`config.mk`:
```
export PLATFORM = sky130hd
export DESIGN_NAME = seg7_scan_display
export DESIGN_NICKNAME = d
export VERILOG_FILES = /design/src/rtl/seg7_scan_display.sv
export SDC_FILE = /design/constraint.sdc
export NUM_CORES = 1
export LEC_CHECK = 0
export CAP_MARGIN = 20
export CELL_PAD_IN_SITES_DETAIL_PLACEMENT = 1
export CELL_PAD_IN_SITES_GLOBAL_PLACEMENT = 1
export CORE_MARGIN = 5
export CORE_UTILIZATION = 38
export CTS_CLUSTER_SIZE = 40
export DETAILED_ROUTE_END_ITERATION = 16
export PLACE_DENSITY = 0.86
export SLEW_MARGIN = 30
export SYNTH_ARGS = -nofsm -noshare
export SYNTH_HDL_FRONTEND = slang
export SYNTH_SLANG_ARGS = --single-unit
```
`constraint.sdc`:
```
create_clock -name clk -period 2.2 [get_ports clk]
set_input_delay 0.22 -clock clk [delete_from_list [all_inputs] [get_ports clk]]
set_output_delay 0.22 -clock clk [all_outputs]
set_load 0.1 [all_outputs]
```
`src/rtl/seg7_scan_display.sv`:
```
// seg7_scan_display: time-multiplexed driver for four common-anode 7-segment digits.
// Each digit shows one 4-bit counter stage in hex. The counts are snapshotted once per
// refresh frame so a digit never shows a torn value. A rising carry flag on a stage lights
// that digit's decimal point for HOLD frames.
//
// Parameters:
//   DIV       clock cycles per digit slot (2..2^20)
//   HOLD      frames a decimal point stays lit after a carry rising edge (1..15)
// Ports:
//   clk       system clock, rising edge
//   rst       synchronous active-high reset
//   din       four packed nibbles, digit 0 in din[3:0]
//   cout_in   carry/borrow flag per stage, bit i for digit i
//   blank_lz  1 = blank leading zeros (digit 0 is never blanked)
//   an        anode enables, active-low, one-hot-low while scanning
//   seg       segments {g,f,e,d,c,b,a}, active-low
//   dp        decimal point, active-low
module seg7_scan_display #(
  parameter int unsigned DIV  = 50000,
  parameter int unsigned HOLD = 3
) (
  input  logic        clk,
  input  logic        rst,
  input  logic [15:0] din,
  input  logic [3:0]  cout_in,
  input  logic        blank_lz,
  output logic [3:0]  an,
  output logic [6:0]  seg,
  output logic        dp
);

  localparam int unsigned PW = $clog2(DIV);
  localparam logic [PW-1:0] PreMax = PW'(DIV - 1);
  localparam logic [3:0]    HoldInit = 4'(HOLD);

  logic [PW-1:0]   pre_q, pre_d;
  logic [1:0]      idx_q, idx_d;
  logic [15:0]     snap_q, snap_d;
  logic [3:0]      cout_q;
  logic [3:0][3:0] hold_q, hold_d;
  logic [3:0]      an_q, an_d;
  logic [6:0]      seg_q, seg_d;
  logic            dp_q, dp_d;

  logic       tick;
  logic       frame_start;
  logic [3:0] rise;
  logic [3:0] nib;
  logic [3:0] zero_from;  // zero_from[i]: nibbles i..3 of the snapshot are all zero
  logic       blank;

  function automatic logic [6:0] hex7(input logic [3:0] v);
    logic [6:0] s;
    case (v)
      4'h0: s = 7'b1000000;
      4'h1: s = 7'b1111001;
      4'h2: s = 7'b0100100;
      4'h3: s = 7'b0110000;
      4'h4: s = 7'b0011001;
      4'h5: s = 7'b0010010;
      4'h6: s = 7'b0000010;
      4'h7: s = 7'b1111000;
      4'h8: s = 7'b0000000;
      4'h9: s = 7'b0010000;
      4'hA: s = 7'b0001000;
      4'hB: s = 7'b0000011;
      4'hC: s = 7'b1000110;
      4'hD: s = 7'b0100001;
      4'hE: s = 7'b0000110;
      default: s = 7'b0001110;
    endcase
    return s;
  endfunction

  always_comb begin
    tick        = (pre_q == PreMax);
    frame_start = tick && (idx_q == 2'd3);
    pre_d       = tick ? '0 : pre_q + 1'b1;
    idx_d       = tick ? idx_q + 2'd1 : idx_q;
    snap_d      = frame_start ? din : snap_q;
    rise        = cout_in & ~cout_q;

    // A fresh carry reload beats the per-frame decrement.
    hold_d = hold_q;
    for (int i = 0; i < 4; i++) begin
      if (rise[i]) begin
        hold_d[i] = HoldInit;
      end else if (frame_start && (hold_q[i] != 4'd0)) begin
        hold_d[i] = hold_q[i] - 4'd1;
      end
    end

    zero_from    = '0;
    zero_from[3] = (snap_q[15:12] == 4'd0);
    zero_from[2] = zero_from[3] && (snap_q[11:8] == 4'd0);
    zero_from[1] = zero_from[2] && (snap_q[7:4] == 4'd0);
    zero_from[0] = 1'b0;

    nib   = snap_q[{idx_q, 2'b00} +: 4];
    blank = blank_lz && zero_from[idx_q];
    an_d  = ~(4'b0001 << idx_q);
    seg_d = blank ? 7'h7F : hex7(nib);
    dp_d  = ~(hold_q[idx_q] != 4'd0);
  end

  always_ff @(posedge clk) begin
    if (rst) begin
      pre_q  <= '0;
      idx_q  <= '0;
      snap_q <= '0;
      cout_q <= '0;
      hold_q <= '0;
      an_q   <= 4'b1111;
      seg_q  <= 7'h7F;
      dp_q   <= 1'b1;
    end else begin
      pre_q  <= pre_d;
      idx_q  <= idx_d;
      snap_q <= snap_d;
      cout_q <= cout_in;
      hold_q <= hold_d;
      an_q   <= an_d;
      seg_q  <= seg_d;
      dp_q   <= dp_d;
    end
  end

  assign an  = an_q;
  assign seg = seg_q;
  assign dp  = dp_q;

endmodule

```
# After elaboration in Yosys (flattened, before gate mapping)
# Memory sizes are Yosys's and may differ from the RTL's. A register that Yosys moved wholly into a read port is not among the register bits.
# Cells that the tools add are included.
# word_totals
ram_bits	0
in_bits	23
register_bits	59
latchBits	0
mem_count	1
output_inout_bits	12
rom_bits	112
# memory_table
memory	words	width	rd	rd_ports_with_merged_regs	write_ports	line	source
(name not given)	16	7	1	1	0	54	case (v)
# op_classes
add_sub_neg	6
shifts	2
eq_ne	2
n_mul	0
n_reduce_logical	26
n_div	0
n_lt_le_gt_ge	1
bitwise_logic	4
muxes	12
# ops
cell	n
4-bit nonzero test	5
16-bit by 1-bit adder with 16-bit output (second input constant)	1
16-bit == test (second input constant)	1
2-bit 2-to-1 mux	8
16-bit by 5-bit variable part select with 4-bit output	1
4-bit by 1-bit subtractor with 4-bit output (second input constant)	4
4-bit zero test	3
2-bit OR reduction	6
4-bit binary-select mux with 2-bit select	1
1-bit logical AND	8
4-bit NOT	2
2-bit nonzero test	4
4-bit AND	1
4-bit 2-to-1 mux	1
1-bit by 2-bit left shift with 4-bit output (first input constant)	1
2-bit by 3-bit < comparator with 1-bit output (second input constant)	1
2-bit by 1-bit adder with 2-bit output (second input constant)	1
1-bit binary-select mux with 2-bit select	1
2-bit == test (second input constant)	1
1-bit 2-to-1 mux	1
1-bit NOT	1

# Depth between registers and ports, before layout
# Gate-level depths: netlist (run 1).
# logic_depth
depth_word	7
ltp_mapped	9
mapped_depth_nobuf	8

# Worst setup path before layout (run 1)
# Ideal clock, no wire load.
# synth_timing
kind	register -> register
start	reg idx_q[0]
end	reg seg_q[0], in the netlist seg[0]
path_stages_with_launch	9
slack_ns	-0.012
required_ns	2.126
t_arrival_ns	2.138
setup_ns	0.074
cell_sequence	dfxtp_1 -> buf_1 -> mux4_2 -> inv_1 -> ha_1 -> nor4b_1 -> nor3_1 -> a22oi_1 -> o21ai_0
# synth_via
elab_chain_cells	4
word_cells_on_any_way	5
# synth_lines
item	line	source
start, declared	37	logic [1:0] idx_q, idx_d;
start signal, assigned	118	idx_q <= idx_d;
1-bit binary-select mux with 2-bit select	100	blank = blank_lz && zero_from[idx_q];
1-bit 2-to-1 mux (not written as such)	100	
1-bit logical AND	100	
2-bit OR reduction (no line)	-	
end, declared	42	logic [6:0] seg_q, seg_d;
# Several ways; a longest one is shown, not always the timed one. The select of a mux whose other input is x is not followed.
# A chain may end at the register's enable or synchronous reset.

# Final worst setup path (run 1)
# layout_timing
start	reg pre_q[0]
end	reg hold_q[3] (netlist name)
# layout_via
elab_chain_cells	3
# layout_lines
item	line	source
start, declared	36	logic [PW-1:0] pre_q, pre_d;
start signal, assigned	117	pre_q <= pre_d;
16-bit == test	76	tick = (pre_q == PreMax);
1-bit logical AND	77	frame_start = tick && (idx_q == 2'd3);
1-bit logical AND	88	end else if (frame_start && (hold_q[i] != 4'd0)) begin
end signal, assigned	121	hold_q <= hold_d;
end, declared	40	logic [3:0][3:0] hold_q, hold_d;
# No other way between the ends.

==> metrics.md, run 1 <==
| Metric | Value |
|---|---|
| Largest family of logic cells by synthesized area | simple AND/OR/NAND/NOR gates |
| Global route overflow | 0 |
| Hold crit path type | input port to flip-flop |
| Crit end category | flip-flop |
| Layout cells sized above 1 | 14.6% |
| CP required | 2470 ps |
| CTS tree | done |
| Crit-path max FO | 5 |
| Critical path origin | pre_q[0] |
| Finished Core Util | 46.7% |
| Iter 0 DRT Violations | 50 |
| Synth Area in Compound Gates | 10.2% |
| Cell area power density | 642 nW/um^2 |
| Drc violations | 0 |
| CTS buffer count | 9 |
| Post-CTS sizing | 0 |
| Starting density of the core | 38.4% |
| CTS Hold Bufs | 0 |
| Total power draw | 2.42 mW |
| Post-synthesis cell count | 355 |
| Number of vias per cell | 5.14 |
| H-tree depth | 3 |
| Post-Synth XOR/XNOR Area | 6.48% |
| Yosys reg bits | 66 |
| Setup Skew | 9.06 ps |
| Router iterations before antenna repair | 4 |
| Core area | 8090 sq um |
| CP Launch Type | flip-flop |
| First-pass GRT wire length | 13300 um |
| Synth async-reset ratio | 0% |
| CTS root buffer | clkbuf_8 |
| Worst-path clk slew | 70 ps |
| Area after DPL | 3590 sq um |
| Clock Path Buffers | 2 |
| Final hold vios | 0 |
| Lkg Pwr | 1.41 nW |
| Die footprint | 10100 sq um |
| Worst Tran Pin Value | 653 ps |
| Postcts setup bufs | 0 |
| NumNets Final | 437 |
| YS warnings | 0 |
| Synth Area in Simple Gates | 24.5% |
| Proportion of synthesized area in mux cells | 6.40% |
| Period Utilization, post-route | 92.4% |
| Die width | 100 um |
| R2R Path Start | pre_q[0] |
| Top cell type's share of synthesized area | 42.5% |
| Post-synthesis cell type count | 41 |
| Pins Over Slew Limit | 0 |
| Critical path class | flip-flop to flip-flop |
| Hold Crit Start | din[4] |
| Antenna violations before repair | 0 |
| Syn Area/Cell | 8.76 sq um |
| Most common cell after layout, fill and taps aside | dfxtp_1 |
| Routed via count | 2614 |
| Peak supply drop | 0.000285 V |
| Synth top area cells | dfxtp_1 42%, nand2_1 6.8%, ha_1 6.0% |
| Port Buffers | 34 |
| Dominant synthesized flop cell | dfxtp_1 |
| Die Y-Extent | 100 um |
| Synth Cell Area | 3110 sq um |
| Antenna cell count | 0 |
| Normalized max-slew margin | 56.2% |
| Post-synth top area cell | dfxtp_1 |
| Unrepaired setup endpoints after global routing | no |
| Drt total wl | 7910 um |
| Vias in the first global route | 2773 |
| I/O pin count | 35 |
| Synth Area in Adders | 6.04% |
| FP Rows | 33 |
| Global-route usage over all layers | 16.5% |
| EDFF count, synth | 0 |
| Final instance area | 3780 sq um |
| Status | finished, final reports clean |
| Syn Nets | 393 |
| Setup violations, final | 0 |
| Setup_tns | 0 ps |
| DR WL/cell | 15.5 um |
| Clk_lat worst skew | 340 ps |
| Fmax | 492 MHz |
| Final GP Congestion | 0.827 |
| P&R area growth vs syn | 21.4% |
| Max_cap viols | 0 |
| Tmin final | 2030 ps |
| Post-synthesis sequential area ratio | 42.5% |
| Largest net degree at the start of global routing | 27 |
| Hpwl dp | 5740 um |
| Num Clock Sinks | 66 |
| Commonest non-fill, non-tap cells in the layout | 65 x dfxtp_1, 56 x nand2_1, 33 x nor2_1, 27 x a21oi_1, 25 x buf_4 |
| Crit path arrival time | 2300 ps |
| DRT antenna net count | 0 |
==> sequential cells by signal (all words and copies together), names as in the netlist <==
| register | cells |
|---|---|
| hold_q | 16 |
| pre_q | 16 |
| snap_q | 16 |
| seg | 7 |
| an | 4 |
| cout_q | 4 |
| idx_q | 2 |
| dp | 1 |
==> kinds of logic (layout without fill, tap and decap cells) <==
kind of cell    count (synthesis)  count (layout)
fa+ha+maj                      15              15
xor+xnor                       23              23
flops                          66              66
compound gates                 55              55
mux                            14              14
simple gates                  152             152
buf+inv                        30              79
==> per-layer routing <==
metal / global-route usage, % / wire (um) / vias up
met5: 0 / 0 / -
met4: 7.36 / 166 / 0
met3: 3.32 / 259 / 14
met2: 26.9 / 3890 / 46
met1: 21.0 / 3600 / 1268
li1: - / - / 1286
==> through the flow <==
stage | hold WS (ps) | std cells | setup WS, ps
floorplan | 348 | 355 | 160
detailed placement | 448 | 493 | 162
CTS | 427 | 509 | 82.6
finish | 436 | 509 | 166
global route | 438 | 509 | 14.0
global placement | 444 | 493 | 252
==> power by group <==
group	switching [mW]	internal, mW
Sequential	0.0135	1.22
Combinational	0.145	0.0919
Clock	0.453	0.499
==> cell usage after synthesis (7+ instances only) <==
| master | count |
|---|---|
| a21oi_1 | 27 |
| clkbuf_1 | 12 |
| dfxtp_1 | 66 |
| ha_1 | 15 |
| inv_1 | 16 |
| mux2_2 | 7 |
| nand2_1 | 56 |
| nand2b_1 | 15 |
| nor2_1 | 33 |
| nor2b_1 | 8 |
| o21ai_0 | 9 |
| xnor2_1 | 16 |
| xor2_1 | 7 |
==> worst max-delay path, cell delays in order (launching register included) <==
cell	delay [ps]
dfxtp_1	370
ha_1	230
nand3_1	210
nor4_4	320
nand2_2	130
or4_1	530
a21oi_1	170
==> area by class of cell <==
cell class,count,area [sq um]
clock buffers,14,173
clock inverters,2,10.0
fillers,982,4320
inverters,16,60.1
multi-input cells,259,1670
flip-flops and latches,66,1320
well taps,105,131
repair buffers,47,408
==> final timing paths <==
path | end | slack, ps | cells after the start
worst min register to register | snap_q[0] | 470 | 2
worst min-delay path | snap_q[4] | 440 | 3
worst max register to register | hold_q[3] | 170 | 6
worst max-delay path | hold_q[3] | 170 | 6
No activity file was read; power rests on OpenSTA's default activity.
==> run 2: changes to the inputs <==
SETUP_SLACK_MARGIN = 0.1   (was not set)
==> run 2 against run 1 <==
Net effect:
- cell area up 0.89%
- largest power group unchanged
- worst hold slack worse by 0.71 ps
- sequential share of layout area down 0.28 points
- wire length up 0.49%
- utilization up 0.42 points
==> metrics.md, run 2 (synthesis results as in run 1) <==
| Metric | Value |
|---|---|
| CTS root buffer | clkbuf_8 (unchanged) |
| Total power draw | 2.42 mW (about the same) |
| Routed via count | 2619 (was 2614) |
| Drt total wl | 7950 um (was 7910 um) |
| WHS Path Cells | 3 (unchanged) |
| Die width | 100 um (unchanged) |
| Hpwl dp | 5740 um (unchanged) |
| Global route overflow | 0 (unchanged) |
| Fmax | 487 MHz (was 492 MHz) |
| Crit-path max FO | 4 (was 5) |
| Setup violations, final | 0 (unchanged) |
| NumNets Final | 440 (was 437) |
| # fillers | 990 (was 982) |
| Biggest regs | hold_q x16, pre_q x16, snap_q x16 (unchanged) |
| Setup_tns | 0 ps (unchanged) |
| Antenna violations before repair | 0 (unchanged) |
| Normalized max-slew margin | 57.8% (was 56.2%) |
| Peak supply drop | 0.000285 V (about the same) |
| WHS | 436 ps (about the same) |
| R2R Path Start | pre_q[7] (was pre_q[0]) |
| Die footprint | 10100 sq um (unchanged) |
| Die Y-Extent | 100 um (unchanged) |
| CTS buffer count | 9 (unchanged) |
| CP required | 2470 ps (about the same) |
| Critical path class | flip-flop to flip-flop (unchanged) |
| Worst-path clk slew | 70 ps (about the same) |
| Critical path origin | pre_q[7] (was pre_q[0]) |
| Area after DPL | 3590 sq um (unchanged) |
| Most common cell after layout, fill and taps aside | dfxtp_1 (unchanged) |
| Status | finished, final reports clean (unchanged) |
| Unrepaired setup endpoints after global routing | yes (was no) |
| Final GP Congestion | 0.827 (unchanged) |
| Commonest non-fill, non-tap cells in the layout | 64 x dfxtp_1, 56 x nand2_1, 33 x nor2_1, 28 x buf_4, 27 x a21oi_1 (was 65 x dfxtp_1, 56 x nand2_1, 33 x nor2_1, 27 x a21oi_1, 25 x buf_4) |
| Number of vias per cell | 5.12 (was 5.14) |
| Final hold vios | 0 (unchanged) |
| Placed cell count | 493 (unchanged) |
| Pins Over Slew Limit | 0 (unchanged) |
| Core area | 8090 sq um (unchanged) |
| Layout cells sized above 1 | 15.7% (was 14.6%) |
| FP Rows | 33 (unchanged) |
| First-pass GRT wire length | 13300 um (unchanged) |
| Iter 0 DRT Violations | 49 (was 50) |
| Router iterations before antenna repair | 4 (unchanged) |
| End of the critical path | hold_q[3] (unchanged) |
| Period Utilization, post-route | 93.4% (was 92.4%) |
| I/O pin count | 35 (unchanged) |
| CTS tree | done (unchanged) |
| P&R area growth vs syn | 22.5% (was 21.4%) |
| Starting density of the core | 38.4% (unchanged) |
| Worst Tran Pin Value | 630 ps (was 653 ps) |
| Largest net degree at the start of global routing | 27 (unchanged) |
| Clk_lat worst skew | 350 ps (was 340 ps) |
| Crit path arrival time | 2320 ps (was 2300 ps) |
| Tmin final | 2050 ps (was 2030 ps) |
| Final instance area | 3810 sq um (was 3780 sq um) |
| Lkg Pwr | 1.43 nW (was 1.41 nW) |
| Antenna cell count | 0 (unchanged) |
| FF-to-FF End | hold_q[3] (unchanged) |
| Num Clock Sinks | 66 (unchanged) |
| Global-route usage over all layers | 16.5% (unchanged) |
| CP Launch Type | flip-flop (unchanged) |
| Worst r2r path cells | 5 (was 6) |
| DR WL/cell | 15.5 um (about the same) |
| Hold crit path type | input port to flip-flop (unchanged) |
| Clock Path Buffers | 2 (unchanged) |
| Cell Count, Final, Fillers Out | 512 (was 509) |
| Vias in the first global route | 2773 (unchanged) |
| Worst reg2reg setup slack | 150 ps (was 170 ps) |
| Crit end category | flip-flop (unchanged) |
| DRT antenna net count | 0 (unchanged) |
| Max_cap viols | 0 (unchanged) |
| Cell area power density | 636 nW/um^2 (was 642 nW/um^2) |
| Port Buffers | 34 (unchanged) |
| Setup Skew | 12.1 ps (was 9.06 ps) |
| Drc violations | 0 (unchanged) |
| H-tree depth | 3 (unchanged) |
[run 2: changes by cell type in the layout (fill, tap and decap cells not counted)]
cell | previous run | this run
inv_1 | 16 | 15
ha_4 | 0 | 1
buf_4 | 25 | 28
inv_2 | 0 | 1
dfxtp_1 | 65 | 64
dfxtp_2 | 1 | 2
ha_2 | 1 | 0
[run 2: worst min-delay path by stage]
stage	to	start	slack, ps
after floorplan	cout_q[0]	cout_in[0]	350
after global placement	pre_q[0]	pre_q[0]	440
after detailed placement	snap_q[1]	snap_q[1]	450
after CTS	snap_q[6]	din[6]	430
after global routing	snap_q[4]	din[4]	440
final	snap_q[6]	din[6]	440
[run 2: layout make-up]
class / instances / area (sq um) / share of cell area (%)
clock inverter: 2 / 10.0 / 0.263
timing repair buffer: 50 / 430 / 11.3
multi-input combinational: 259 / 1680 / 44.1
clock buffer: 14 / 173 / 4.53
sequential: 66 / 1320 / 34.7
inverter: 16 / 60.1 / 1.58
tap: 105 / 131 / 3.45
[run 2: routing by layer]
layer  track usage [%]  part of all wire [%]
met1              21.0                    46
met5                 0                     0
met3              3.32                   2.8
met4              7.36                   2.1
met2              26.9                    49
[run 2: what timing repair did]
| action | 4_1_cts | 5_1_grt |
|---|---|---|
| setup endpoints to repair | 1 | 24 |
| pin swaps | 0 | 5 |
| buffers inserted | 0 | 3 |
| gates resized for setup | 1 | 5 |
| hold buffers | 0 | 0 |
[run 2: power breakdown]
| part | total, mW | switching, mW | internal [mW] |
|---|---|---|---|
| Sequential | 1.24 | 0.0136 | 1.22 |
| Combinational | 0.237 | 0.145 | 0.0920 |
| Clock | 0.948 | 0.449 | 0.499 |
| Total | 2.42 | 0.607 | 1.81 |
[run 2: worst max-delay path, cell delays in order, from the launching register on]
cell	delay (ps)
dfxtp_2	330
or4_4	560
nor4_4	290
nand2_2	120
or4_1	540
a21oi_1	150
[run 2: through the flow]
stage / util [%] / setup WS [ps]
finish: 47.1 / 145
global route: 47.1 / 77.0
CTS: 46.6 / 125
detailed placement: 44.3 / 162
global placement: 44.3 / 252
floorplan: - / 160
